## src/rtl/derivative_peak_detector.sv

```systemverilog
// Hysteresis trend classifier for a signed derivative stream: flags peaks and valleys with
// minimum event spacing and a wrapping peak counter. Define VALLEY_DETECT_EN to emit valleys.
module derivative_peak_detector #(
    parameter int Nbits   = 8,
    parameter int THRESH  = 2,
    parameter int MIN_GAP = 3,
    parameter int CNT_W   = 8
) (
    input  logic                    clk,
    input  logic                    rst_n,
    input  logic signed [Nbits-1:0] in_der,
    input  logic                    in_valid,
    input  logic                    count_clr,
    output logic                    peak_pulse,
    output logic                    valley_pulse,
    output logic [1:0]              trend,
    output logic [CNT_W-1:0]        peak_count,
    output logic                    cnt_ovf
);

    typedef enum logic [1:0] {
        IDLE = 2'b00,
        RISE = 2'b01,
        FALL = 2'b10
    } state_t;

    localparam int GAP_W = (MIN_GAP > 0) ? $clog2(MIN_GAP + 1) : 1;

`ifdef VALLEY_DETECT_EN
    localparam bit VALLEY_EN = 1'b1;
`else
    localparam bit VALLEY_EN = 1'b0;
`endif

    state_t                 state, state_nxt;
    logic [GAP_W-1:0]       gap_cnt;
    logic signed [Nbits:0]  der_ext, thr_pos, thr_neg;
    logic                   is_pos, is_neg;
    logic                   peak_evt, valley_evt;
    logic                   gap_open, peak_emit, valley_emit;

    // One extra bit so that -THRESH and the most negative sample compare without overflow.
    assign der_ext = {in_der[Nbits-1], in_der};
    assign thr_pos = (Nbits + 1)'(THRESH);
    assign thr_neg = -thr_pos;
    assign is_pos  = der_ext > thr_pos;
    assign is_neg  = der_ext < thr_neg;

    assign gap_open    = (gap_cnt == '0);
    assign peak_emit   = peak_evt & gap_open;
    assign valley_emit = valley_evt & gap_open & VALLEY_EN;
    assign trend       = state;

    always_comb begin
        // NOTE: every output of this block gets a default first, so no path can infer a latch.
        state_nxt  = state;
        peak_evt   = 1'b0;
        valley_evt = 1'b0;
        if (in_valid) begin
            unique case (state)
                IDLE: begin
                    if (is_pos)      state_nxt = RISE;
                    else if (is_neg) state_nxt = FALL;
                end
                RISE: begin
                    if (is_neg) begin
                        state_nxt = FALL;
                        peak_evt  = 1'b1;
                    end
                end
                FALL: begin
                    if (is_pos) begin
                        state_nxt  = RISE;
                        valley_evt = 1'b1;
                    end
                end
                default: state_nxt = IDLE;
            endcase
        end
    end

    // NOTE: all sequential state uses non-blocking assignments so every register sees pre-edge values.
    always_ff @(posedge clk or negedge rst_n) begin
        if (!rst_n) begin
            state        <= IDLE;
            gap_cnt      <= '0;
            peak_pulse   <= 1'b0;
            valley_pulse <= 1'b0;
            peak_count   <= '0;
            cnt_ovf      <= 1'b0;
        end else begin
            peak_pulse   <= peak_emit;
            valley_pulse <= valley_emit;

            if (in_valid) begin
                state <= state_nxt;
                if (peak_emit || valley_emit) gap_cnt <= GAP_W'(MIN_GAP);
                else if (!gap_open)           gap_cnt <= gap_cnt - 1'b1;
            end

            // A clear coinciding with a peak counts that peak into the freshly cleared counter.
            if (peak_emit) begin
                if (count_clr) begin
                    peak_count <= CNT_W'(1);
                    cnt_ovf    <= 1'b0;
                end else if (peak_count == '1) begin
                    peak_count <= '0;
                    cnt_ovf    <= 1'b1;
                end else begin
                    peak_count <= peak_count + 1'b1;
                end
            end else if (count_clr) begin
                peak_count <= '0;
                cnt_ovf    <= 1'b0;
            end
        end
    end

endmodule

```

## config.mk

```make
export PLATFORM = sky130hd
export DESIGN_NAME = derivative_peak_detector
export DESIGN_NICKNAME = d
export VERILOG_FILES = /design/src/rtl/derivative_peak_detector.sv
export SDC_FILE = /design/constraint.sdc
export NUM_CORES = 1
export LEC_CHECK = 0
export ABC_AREA = 1
export CORE_MARGIN = 3
export CORE_UTILIZATION = 42
export DETAILED_ROUTE_END_ITERATION = 10
export GPL_TIMING_DRIVEN = 0
export PLACE_DENSITY = 0.76
export SKIP_CTS_REPAIR_TIMING = 1
export SLEW_MARGIN = 40
export SYNTH_ARGS = -nofsm -noshare
export SYNTH_HDL_FRONTEND = slang
export SYNTH_SLANG_ARGS = --single-unit
```

## constraint.sdc

```tcl
create_clock -name clk -period 1.3 [get_ports clk]
set_input_delay 0.26 -clock clk [delete_from_list [all_inputs] [get_ports clk]]
set_output_delay 0.26 -clock clk [all_outputs]
set_load 0.05 [all_outputs]
```

==> Yosys cells after proc, flatten, opt, wreduce, memory -nomap -nowiden <==
Cells that the tools add are included.
{ "classes": {"eq_ne": 5, "n_lt_le_gt_ge": 2, "add_sub_neg": 2, "reduce_logical": 7, "mux": 17, "n_bitwise": 1} }
{ "ops": {"columns": ["op", "n"], "rows": [
  ["two-way mux 8 bit", 4],
  ["two-way mux 2 bit", 5],
  ["adder 8 x 1 -> 8 bit (second input constant)", 1],
  ["== test 8 bit (second input constant)", 1],
  ["> comparator 8 x 3 -> 1 bit (second input constant)", 1],
  ["< comparator 8 x 2 -> 1 bit (second input constant)", 1],
  ["two-way mux 1 bit", 7],
  ["case mux 2 bit (3 select lines)", 1],
  ["AND reduction 2 bit", 3],
  ["zero test 2 bit", 2],
  ["nonzero test 2 bit", 2],
  ["== test 2 x 1 -> 1 bit (second input constant)", 1],
  ["== test 2 bit (second input constant)", 1],
  ["!= test 2 x 1 -> 1 bit (second input constant)", 1],
  ["!= test 2 bit (second input constant)", 1],
  ["subtractor 2 x 1 -> 2 bit (second input constant)", 1],
  ["bitwise AND 1 bit", 1]
]} }
{ "word_totals": {"inputBits": 12, "register_bits": 14, "word_cells": 39, "out_inout_bits": 13} }

==> Longest topological paths before layout <==
{ "logic_depth": {"word_depth": 7, "mapped_depth": 9, "ltp_nobuf": 9} }

==> Worst setup path before layout <==
OpenSTA, ideal clock, no wires.
{ "synth_timing": {"path_kind": "register -> register", "from": "register peak_count[0]", "to": "register peak_count[6]", "path_buffers": 0, "path_stages_with_launch": 10, "setup_ps": 65, "slack_ps": -312, "t_required_ps": 1235, "arrival_ps": 1547, "synth_period_minus_slack_ps": 1612, "cell_sequence": "dfrtp_1 > ha_1 > nand2_2 > nor2_4 > nand3_1 > nand2_1 > nand2_1 > nor2_2 > nand2_1 > nand2_1"} }
{ "synth_between": {"elab_chain_len": 4, "elab_cells_between_ends": 5, "cone_classes": "add/sub (1); eq/ne (1); mux (3)"} }
{ "synth_rtl": {"columns": ["item", "line", "source"], "rows": [
  ["start: declaration", "17", "output logic [CNT_W-1:0] peak_count,"],
  ["start signal: assignment", "110", "peak_count <= peak_count + 1'b1;"],
  ["adder 8 x 1 -> 8 bit or == test 8 bit (tied branches)", "110, 106", null],
  ["two-way mux 8 bit (*)", "106", "end else if (peak_count == '1) begin"],
  ["two-way mux 8 bit (*)", "103", "if (count_clr) begin"],
  ["two-way mux 8 bit (*)", "102", "if (peak_emit) begin"]
]} }
Every way passes the cells marked *; elsewhere a longest branch is shown, timed or not.
A chain may end at the register's enable or synchronous reset.

==> Final worst setup path <==
{ "layout_timing": {"from": "register peak_count[0]", "to": "register peak_count[4]"} }
Same word-level chain as after synthesis.

==> results.yml <==
run_status:
  outcome: "finished, violations left"
  violations: "setup timing"
floorplan:
  die_width_um: 52.15
  ios: 25
  core_mm2: 0.001982
  start_util_pct: 45.14
  die_h_um: 52.15
  fp-row-count: 16
  die_area_mm2: 0.002720
critical_path:
  reg2regPathDepth: 7
  crit_path_end_kind: "register"
  path_max_fanout: 6
  cp-start-kind: "register"
  reg2reg_from: "peak_count[0]"
  crit_required_ps: 1460
  r2r-end: "peak_count[4]"
  crit_type: "reg2reg"
  cp_data_arrival_time_ps: 1530
  r2r_setup_slack_ps: -60
cells_and_area:
  fin_area_mm2: 0.001304
  area_growth_syn_to_layout_pct: 45.73
  final_common_cell: "nand2_1"
  n_fill_cell: 174
  final_cell_mix: "nand2_1, inv_1, buf_4"
  diodes: 0
  post-route-util_pct: 65.78
  fin_nets: 172
  layout-drive-gt1-share_pct: 37.18
power_and_ir_drop:
  total_leakage_power_nw: 0.7009
  max-vdd-ir-drop_v: 0.0007600
  powerDensity_mw_per_mm2: 985.5
  power_mw: 1.285
cts:
  clock-sinks: 14
  cts_buffers: 3
  cts_buffer_depth: 2
  clk_pin_slew_worst_paths_ps: 80
  root_buffer: "clkbuf_4"
  worstSkewPairLatency_ps: 280
  cts_tree: "yes"
  htree_levels: 1
global_routing:
  grt.overflow.total: 0
  antenna_found_initial: 0
  grt_pass1_wl_mm: 3.305
  grt_usage_pct: 16.60
  grt_pass1_vias: 786
  grt_max_degree: 15
yosys:
  synthesis.area_um2: 894.6
  synth_edf_count: 0
  yosysUniqueCellTypes: 24
  synth-seq-area-share_pct: 39.16
  ys_ff_latch: 14
  syn-num-nets: 134
  synthArstFlopShare_pct: 100.0
  synthCells: 120
  syn_area_per_cell_um2: 7.455
  yosysWarnings: 0
  synth_ff_type: "dfrtp_1"
routing:
  first_iter_violations: 13
  drtPass1Iterations: 4
  wirelength_mm: 2.185
  wl_per_cell_um: 11.94
  route.detailed.drc: 0
  viasPerCell: 4.962
  ant_nets: 0
  vias: 908
sta:
  final.setup.worst_slack_ps: -62.00
  setup-violations-final: 4
  hold_viol_final: 0
  grt_setup_unrepaired: "yes"
  fmax_mhz: 734.2
  drv_slew: 0
  hold_ws_ps: 365.2
  period_needed_ps: 1362
  max_slew_margin_pct: 58.36
  tightest_slew_ps: 622.7
  timing.final.crit_share_pct: 104.8
  skew_ps: 0.4823
placed_design:
  dpl_cell_area_mm2: 0.001181
  gp_congestion: 0.8420
  io_buffers: 23
  hpwl_mm: 1.511
worst_hold_path:
  hp-class: "in2async"
run:
  drv_cap: 0
[routing by layer]
layer  GRT usage (%)  routed length, um
met1           21.82                913
met2           25.94               1067
met3           3.152                148
met4           8.085                 55
met5               0                  0
[cells by family (layout without fill, tap and decap cells)]
| group | after synthesis | after routing | share of synthesized area (%) |
|---|---|---|---|
| AOI/OAI and AO/OA | 14 | 14 | 7.831 |
| buffers and inverters | 23 | 59 | 10.07 |
| DFF | 14 | 14 | 39.16 |
| other | 1 | 1 | 0.4192 |
| and+or+nand+nor | 63 | 63 | 36.78 |
| xor gates and xnor gates | 3 | 3 | 2.938 |
| adders and majority gates | 2 | 2 | 2.797 |
[worst max-delay path, cell delays in order, from the launching register on]
cell and delay, ps:
dfrtp_2 430, ha_4 170, nand2_4 50, nor2_4 240, xor2_1 170, nor2_1 50
nand2_1 70, o21ai_1 70
[sequential cells by signal, indices dropped and copies added, names as in the netlist]
signal,count
cnt_ovf,1
trend,2
peak_count,8
peak_pulse,1
gap_cnt,2
[Yosys cell counts, types with 3 or more instances]
master / n / area [um^2]
o21ai_0: 4 / 20.02
a21oi_1: 3 / 15.01
xor2_1: 3 / 26.28
nand2_2: 4 / 25.02
nand2_1: 29 / 108.9
inv_1: 19 / 71.32
dfrtp_1: 14 / 350.3
o21ai_1: 7 / 35.03
nor2_1: 9 / 33.78
nand3_1: 10 / 50.05
[through the flow]
| stage | setup WS (ps) | cells | setup TNS, ps |
|---|---|---|---|
| 2_1_floorplan | -59.04 | 120 | -158.4 |
| 3_3_place_gp | -318.6 | 170 | -4628 |
| 3_5_place_dp | -350.4 | 170 | -5099 |
| 4_1_cts | -505.2 | 173 | -5713 |
| 5_1_grt | -158.9 | 183 | -726.4 |
| 6_report | -62.00 | 183 | -112.5 |
[report_power, final]
group          switching, mW  leakage, nW  internal (mW)  total, mW
Clock                  0.134       0.0138          0.107      0.241
Combinational          0.321        0.512          0.190      0.511
Sequential            0.0383        0.175          0.494      0.533
[area by class of cell]
cell class,instances,area (um^2),area share [%]
sequential,14,360.3,27.64
timing repair buffer,33,271.5,20.83
clock buffer,3,22.52,1.727
buffer,1,7.507,0.5758
multi-input combinational,83,525.5,40.31
inverter,22,82.58,6.334
tap,27,33.78,2.591
[how the worst max path moves through the flow]
stage | start | endpoint | cells past startpoint | slack [ps]
final | peak_count[0] | peak_count[4] | 7 | -60
after global routing | peak_count[0] | peak_count[4] | 7 | -160
after CTS | peak_count[0] | peak_count[0] | 1 | -510
after detailed placement | in_valid | peak_count[5] | 8 | -350
after global placement | in_valid | peak_count[7] | 8 | -320
after floorplan | peak_count[0] | peak_count[6] | 9 | -60
No activity file was read; power rests on OpenSTA's default activity.
